### config.mk
export PLATFORM = sky130hd
export DESIGN_NAME = life_gen_scheduler
export DESIGN_NICKNAME = d
export VERILOG_FILES = /design/src/rtl/life_gen_scheduler.sv
export SDC_FILE = /design/constraint.sdc
export NUM_CORES = 1
export LEC_CHECK = 0
export ABC_CLOCK_PERIOD_IN_PS = 2200
export BUFFER_PORTS_ARGS = -buffer_cell sky130_fd_sc_hd__buf_4
export CORE_MARGIN = 2
export CORE_UTILIZATION = 40
export CTS_CLUSTER_SIZE = 16
export DETAILED_ROUTE_END_ITERATION = 8
export GPL_TIMING_DRIVEN = 0
export HOLD_SLACK_MARGIN = 0.15
export MAX_ROUTING_LAYER = met4
export PLACE_DENSITY = 0.73
export RECOVER_POWER = 25
export SYNTH_ARGS = -nofsm -noshare
export SYNTH_HDL_FRONTEND = slang
export SYNTH_SLANG_ARGS = --single-unit
### constraint.sdc
create_clock -name clk -period 2.2 [get_ports clk]
set_clock_uncertainty 0.1 [all_clocks]
set_input_delay 0.33 -clock clk [delete_from_list [all_inputs] [get_ports clk]]
set_output_delay 0.33 -clock clk [all_outputs]
set_load 0.005 [all_outputs]
### src/rtl/life_gen_scheduler.sv
// Game-of-Life generation scheduler: turns debounced button levels and the
// per-frame tick into step_en / seed_load pulses for the grid engine,
// counts generations and halts on extinction or a still life.
module life_gen_scheduler #(
    parameter int unsigned WIDTH  = 20,
    parameter int unsigned HEIGHT = 15,
    parameter int unsigned GEN_W  = 16,
    parameter int unsigned SPD_W  = 4
) (
    input  logic                      clk,
    input  logic                      reset,
    input  logic                      frame_tick,
    input  logic                      btn_run,
    input  logic                      btn_step,
    input  logic                      btn_seed,
    input  logic [SPD_W-1:0]          speed,
    input  logic                      auto_halt,
    input  logic [HEIGHT*WIDTH-1:0]   grid,
    output logic                      step_en,
    output logic                      seed_load,
    output logic                      running,
    output logic                      halted,
    output logic                      extinct,
    output logic [GEN_W-1:0]          gen_count
);

    // S_STEP is the cycle in which step_en is high; S_CHECK follows it with
    // the engine's freshly computed grid on the input.
    typedef enum logic [2:0] {
        S_PAUSED,
        S_RUN,
        S_STEP,
        S_CHECK,
        S_HALT
    } state_t;

    state_t                    state;
    state_t                    state_n;
    logic                      ret_run;
    logic                      ret_run_n;
    logic                      pend_step;
    logic                      pend_step_n;
    logic                      pend_run;
    logic                      pend_run_n;
    logic [SPD_W-1:0]          frame_cnt;
    logic [SPD_W-1:0]          frame_cnt_n;
    logic                      step_en_n;
    logic                      seed_load_n;
    logic [GEN_W-1:0]          gen_n;
    logic                      extinct_n;

    logic                      run_q;
    logic                      step_q;
    logic                      seed_q;
    logic                      armed;
    logic [HEIGHT*WIDTH-1:0]   prev_grid;

    logic                      run_edge;
    logic                      step_edge;
    logic                      seed_edge;
    logic                      step_req;
    logic                      run_req;
    logic                      grid_zero;
    logic                      grid_stable;

    // armed stays low for the first clock after reset so that a button held
    // through reset does not look like a fresh press when reset releases.
    assign run_edge  = armed & btn_run  & ~run_q;
    assign step_edge = armed & btn_step & ~step_q;
    assign seed_edge = armed & btn_seed & ~seed_q;

    // Edges that arrived during STEP/CHECK are replayed from the pending flags.
    assign step_req = step_edge | pend_step;
    assign run_req  = run_edge  | pend_run;

    assign grid_zero   = (grid == '0);
    assign grid_stable = (grid == prev_grid);

    assign running = (state == S_RUN) ||
                     (((state == S_STEP) || (state == S_CHECK)) && ret_run);
    assign halted  = (state == S_HALT);

    // Previous button levels for rising-edge detection.
    always_ff @(posedge clk or negedge reset) begin
        if (!reset) begin
            run_q  <= 1'b0;
            step_q <= 1'b0;
            seed_q <= 1'b0;
            armed  <= 1'b0;
        end else begin
            run_q  <= btn_run;
            step_q <= btn_step;
            seed_q <= btn_seed;
            armed  <= 1'b1;
        end
    end

    // Snapshot of the pre-step grid for still-life detection.
    always_ff @(posedge clk or negedge reset) begin
        if (!reset) begin
            prev_grid <= '0;
        end else if (step_en) begin
            prev_grid <= grid;
        end
    end

    // Scheduler state and registered outputs.
    always_ff @(posedge clk or negedge reset) begin
        if (!reset) begin
            state     <= S_PAUSED;
            ret_run   <= 1'b0;
            pend_step <= 1'b0;
            pend_run  <= 1'b0;
            frame_cnt <= '0;
            step_en   <= 1'b0;
            seed_load <= 1'b0;
            gen_count <= '0;
            extinct   <= 1'b0;
        end else begin
            state     <= state_n;
            ret_run   <= ret_run_n;
            pend_step <= pend_step_n;
            pend_run  <= pend_run_n;
            frame_cnt <= frame_cnt_n;
            step_en   <= step_en_n;
            seed_load <= seed_load_n;
            gen_count <= gen_n;
            extinct   <= extinct_n;
        end
    end

    // Next-state and next-output logic; seed outranks step, step outranks run.
    always_comb begin
        state_n     = state;
        ret_run_n   = ret_run;
        pend_step_n = pend_step;
        pend_run_n  = pend_run;
        frame_cnt_n = frame_cnt;
        step_en_n   = 1'b0;
        seed_load_n = 1'b0;
        gen_n       = step_en ? gen_count + GEN_W'(1) : gen_count;
        extinct_n   = extinct;

        if (seed_edge) begin
            seed_load_n = 1'b1;
            state_n     = S_PAUSED;
            ret_run_n   = 1'b0;
            pend_step_n = 1'b0;
            pend_run_n  = 1'b0;
            frame_cnt_n = '0;
            gen_n       = '0;
            extinct_n   = 1'b0;
        end else begin
            case (state)
                S_PAUSED: begin
                    pend_step_n = 1'b0;
                    pend_run_n  = 1'b0;
                    if (step_req) begin
                        step_en_n = 1'b1;
                        ret_run_n = 1'b0;
                        state_n   = S_STEP;
                    end else if (run_req) begin
                        frame_cnt_n = '0;
                        state_n     = S_RUN;
                    end
                end
                S_RUN: begin
                    pend_step_n = 1'b0;
                    pend_run_n  = 1'b0;
                    if (run_req) begin
                        state_n = S_PAUSED;
                    end else if (frame_tick) begin
                        // >= rather than == so a speed lowered mid-run
                        // cannot make the counter run past it.
                        if (frame_cnt >= speed) begin
                            step_en_n   = 1'b1;
                            frame_cnt_n = '0;
                            ret_run_n   = 1'b1;
                            state_n     = S_STEP;
                        end else begin
                            frame_cnt_n = frame_cnt + SPD_W'(1);
                        end
                    end
                end
                S_STEP: begin
                    pend_step_n = pend_step | step_edge;
                    pend_run_n  = pend_run  | run_edge;
                    state_n     = S_CHECK;
                end
                S_CHECK: begin
                    extinct_n = grid_zero;
                    if (auto_halt && (grid_zero || grid_stable)) begin
                        pend_step_n = 1'b0;
                        pend_run_n  = 1'b0;
                        state_n     = S_HALT;
                    end else begin
                        pend_step_n = pend_step | step_edge;
                        pend_run_n  = pend_run  | run_edge;
                        state_n     = ret_run ? S_RUN : S_PAUSED;
                    end
                end
                S_HALT: begin
                    pend_step_n = 1'b0;
                    pend_run_n  = 1'b0;
                end
                default: begin
                    state_n = S_PAUSED;
                end
            endcase
        end
    end

endmodule

==> reports/results.ini <==
[status]
status = finished with violations
violations = setup timing

[detailed_routing]
firstDrtPassIters = 5
wire_per_inst_um = 27.1
drc = 0
vias = 14400
viasPerCell = 5.61
totalWireLength_mm = 69.3
drt_iter0_drc = 1344
ant_nets = 0

[grt]
grt_max_degree = 113
track_usage_pct = 32.6
grt_pass1_wl_mm = 100
grt_pass1_vias = 15300
met2_usage_pct = 51.1
met1_usage_pct = 39.3
grt_antenna_before_repair = 15
busiest_layer = met2
grt_overflow = 0
met3_usage_pct = 7.90

[die]
dieHeight_um = 207
fp-row-count = 74
core-area_um2 = 40800
top_level_ports = 332
dieWidth_um = 207
dieArea_um2 = 43000
start_util_pct = 40.5

[cells_and_area]
layout_common_cells = dfrtp_1 (333), buf_4 (314), dlygate4sd3_1 (307)
drive_gt1_share_pct = 38.3
area_growth_syn_to_layout_pct = 48.1
finalNetCount = 2302
layout_commonest_cell = dfrtp_1

[synth]
syn_nets = 1620
synth_edf_count = 0
synth_area_um2 = 16500
synth_cell_types = 38
async_flop_share_pct = 100
synth_ff_type = dfrtp_1
syn_avg_cell_area_um2 = 12.7
ys_seq_elements = 333
yosys_warnings = 0
syn_inst = 1303
yosysSeqAreaShare_pct = 50.4

[placed_design]
port_buffers = 331
gp_congestion = 0.928
dp_hpwl_mm = 48.8

[timing]
finalCritPeriodShare_pct = 122
drv_slew = 0
setup_ws_ps = -477
rsz0062_at_grt = true
fin_crit_ps = 2680
slew_headroom_pct = 3.79
worst_pin_slew_ps = 1440
max_freq_mhz = 374
setup_viol = 4
hold_viol_final = 0
holdWs_ps = 165

[clock_tree]
clk_latency_ps = 550
clk_pin_slew_ps = 70
tritoncts = done
cts.sink_count = 333
htree_levels = 2
cts-buffers-inserted = 38
cts_root_buffer = clkbuf_16
ctsLongestPathBuffers = 3

[worst_setup_path]
path_cells = xnor2_2 -> nand4_1 -> nor4_1 -> nand4_1 -> nor4_4 -> a21oi_2 -> nand3b_4 -> a32o_1
cp-end-kind = register
cp.depth = 8
path_class = reg -> reg
arrival_ps = 3000
start_kind = register
path_max_fanout = 3
critPathBufInv = 0
critPathMaxStageDelay_ps = 400
r2r_cells = 8
critPathSlowestCell = dfrtp_1
crit_top_cell = nand4_1
worstPathRequired_ps = 2520
cp_top_family = simple AND/OR/NAND/NOR gates

[worst_hold_path]
hold_depth = 4
hold_class = in -> reg

[power]
powerDensity_nw_per_um2 = 1120
fin_total_pwr_mw = 27.5
ir_worst_vdd_mv = 0.867
p_leak_nw = 10.2

[flow_run]
drv_cap = 0

-- layout make-up --
class | instances | area, um^2
inverters | 9 | 33.8
fillers | 3149 | 16300
clock buffers | 58 | 1140
clock inverters | 7 | 38.8
well taps | 532 | 666
multi-input cells | 922 | 8430
diodes | 16 | 40.0
repair buffers | 643 | 5630
flip-flops and latches | 333 | 8330
plain buffers | 38 | 198
-- cells in the mapped netlist (2+ instances only) --
| cell type | number | share of area (%) |
|---|---|---|
| mux2_2 | 300 | 20 |
| nor2_1 | 29 | 0.66 |
| xnor2_1 | 276 | 15 |
| nand4_1 | 96 | 3.6 |
| and3_1 | 5 | 0.19 |
| and2_1 | 3 | 0.11 |
| dfrtp_1 | 333 | 50 |
| ha_1 | 6 | 0.45 |
| a21oi_1 | 5 | 0.15 |
| a31o_2 | 2 | 0.11 |
| inv_1 | 9 | 0.20 |
| o22ai_1 | 2 | 0.076 |
| nand2b_1 | 4 | 0.15 |
| a31oi_1 | 3 | 0.11 |
| clkbuf_1 | 37 | 0.84 |
| nand3_1 | 7 | 0.21 |
| o21ai_0 | 2 | 0.061 |
| mux2i_1 | 4 | 0.24 |
| and4_1 | 2 | 0.11 |
| xor2_1 | 40 | 2.1 |
| nor4_1 | 103 | 3.9 |
| nor3_1 | 2 | 0.061 |
| a21o_1 | 3 | 0.14 |
| nand2_1 | 15 | 0.34 |
| nor3b_1 | 2 | 0.091 |
-- power breakdown --
group | total, mW | switching, mW | internal [mW] | leakage, nW
Sequential | 11.2 | 2.17 | 9.02 | 4.05
Clock | 6.18 | 2.63 | 3.55 | 0.585
Combinational | 10.1 | 4.51 | 5.61 | 5.53
-- metal layers --
| metal | up-vias | routed length [um] |
|---|---|---|
| met5 | - | 0 |
| met4 | 0 | 3900 |
| met3 | 202 | 6590 |
| met2 | 744 | 32300 |
| met1 | 7294 | 26500 |
| li1 | 6121 | - |
-- cell families after synthesis --
logic type | count (synthesis) | share of synthesized area, %
AND/OR/NAND/NOR | 271 | 9.65
XOR/XNOR | 316 | 16.7
multiplexers | 304 | 20.7
adder cells (fa/ha/maj) | 6 | 0.454
other | 1 | 0.0227
AO/OA/AOI/OAI | 24 | 1.02
buffers and inverters | 48 | 1.10
flip-flops | 333 | 50.4
-- path summary, 6_finish.rpt --
| kind | slack (ps) | startpoint | endpoint |
|---|---|---|---|
| max | -480 | prev_grid[49]$_DFFE_PN0P_ | pend_step$_DFFE_PN0P_ |
| max reg2reg | -480 | prev_grid[49]$_DFFE_PN0P_ | pend_step$_DFFE_PN0P_ |
| min | 170 | frame_tick | step_en$_DFF_PN0_ |
| max in group asynchronous | 40 | reset | prev_grid[232]$_DFFE_PN0P_ |
| min reg2reg | 430 | prev_grid[243]$_DFFE_PN0P_ | prev_grid[243]$_DFFE_PN0P_ |
| min in group asynchronous | 720 | reset | prev_grid[251]$_DFFE_PN0P_ |
-- registers in the layout, indices dropped and copies added, names as in the netlist --
signal and count:
state 3, frame_cnt 4, step_en 1, seed_q 1, extinct 1, prev_grid 300, pend_step 1, ret_run 1
armed 1, pend_run 1, seed_load 1, gen_count 16, run_q 1, step_q 1
-- stage by stage --
step	worst slack [ps]	utilization, %	std cells	TNS, ps	cell area [um^2]
2_1_floorplan	0.993	-	1303	0	16600
3_3_place_gp	-2540	48.3	2166	-926190	19700
3_5_place_dp	-1060	48.5	2169	-107050	19800
4_1_cts	-311	59.6	2542	-1110	24400
5_1_grt	-528	60.0	2557	-43800	24500
6_report	-477	60.0	2558	-1770	24500
-- tightest hold or removal path, cell delays in order --
cell and delay (ps):
buf_4 120, nand3_1 90, o21ai_0 80, and2_1 150
-- timing repair --
action / CTS / global route
resized for setup: 71 / 19
cloned: 0 / 0
hold buffers: 307 / 0
endpoints found under the hold margin: 431 / 0
setup endpoints to repair: 267 / 191
buffers inserted: 1 / 1
pin swaps: 11 / 9
Power figures use the tool's default switching activity.
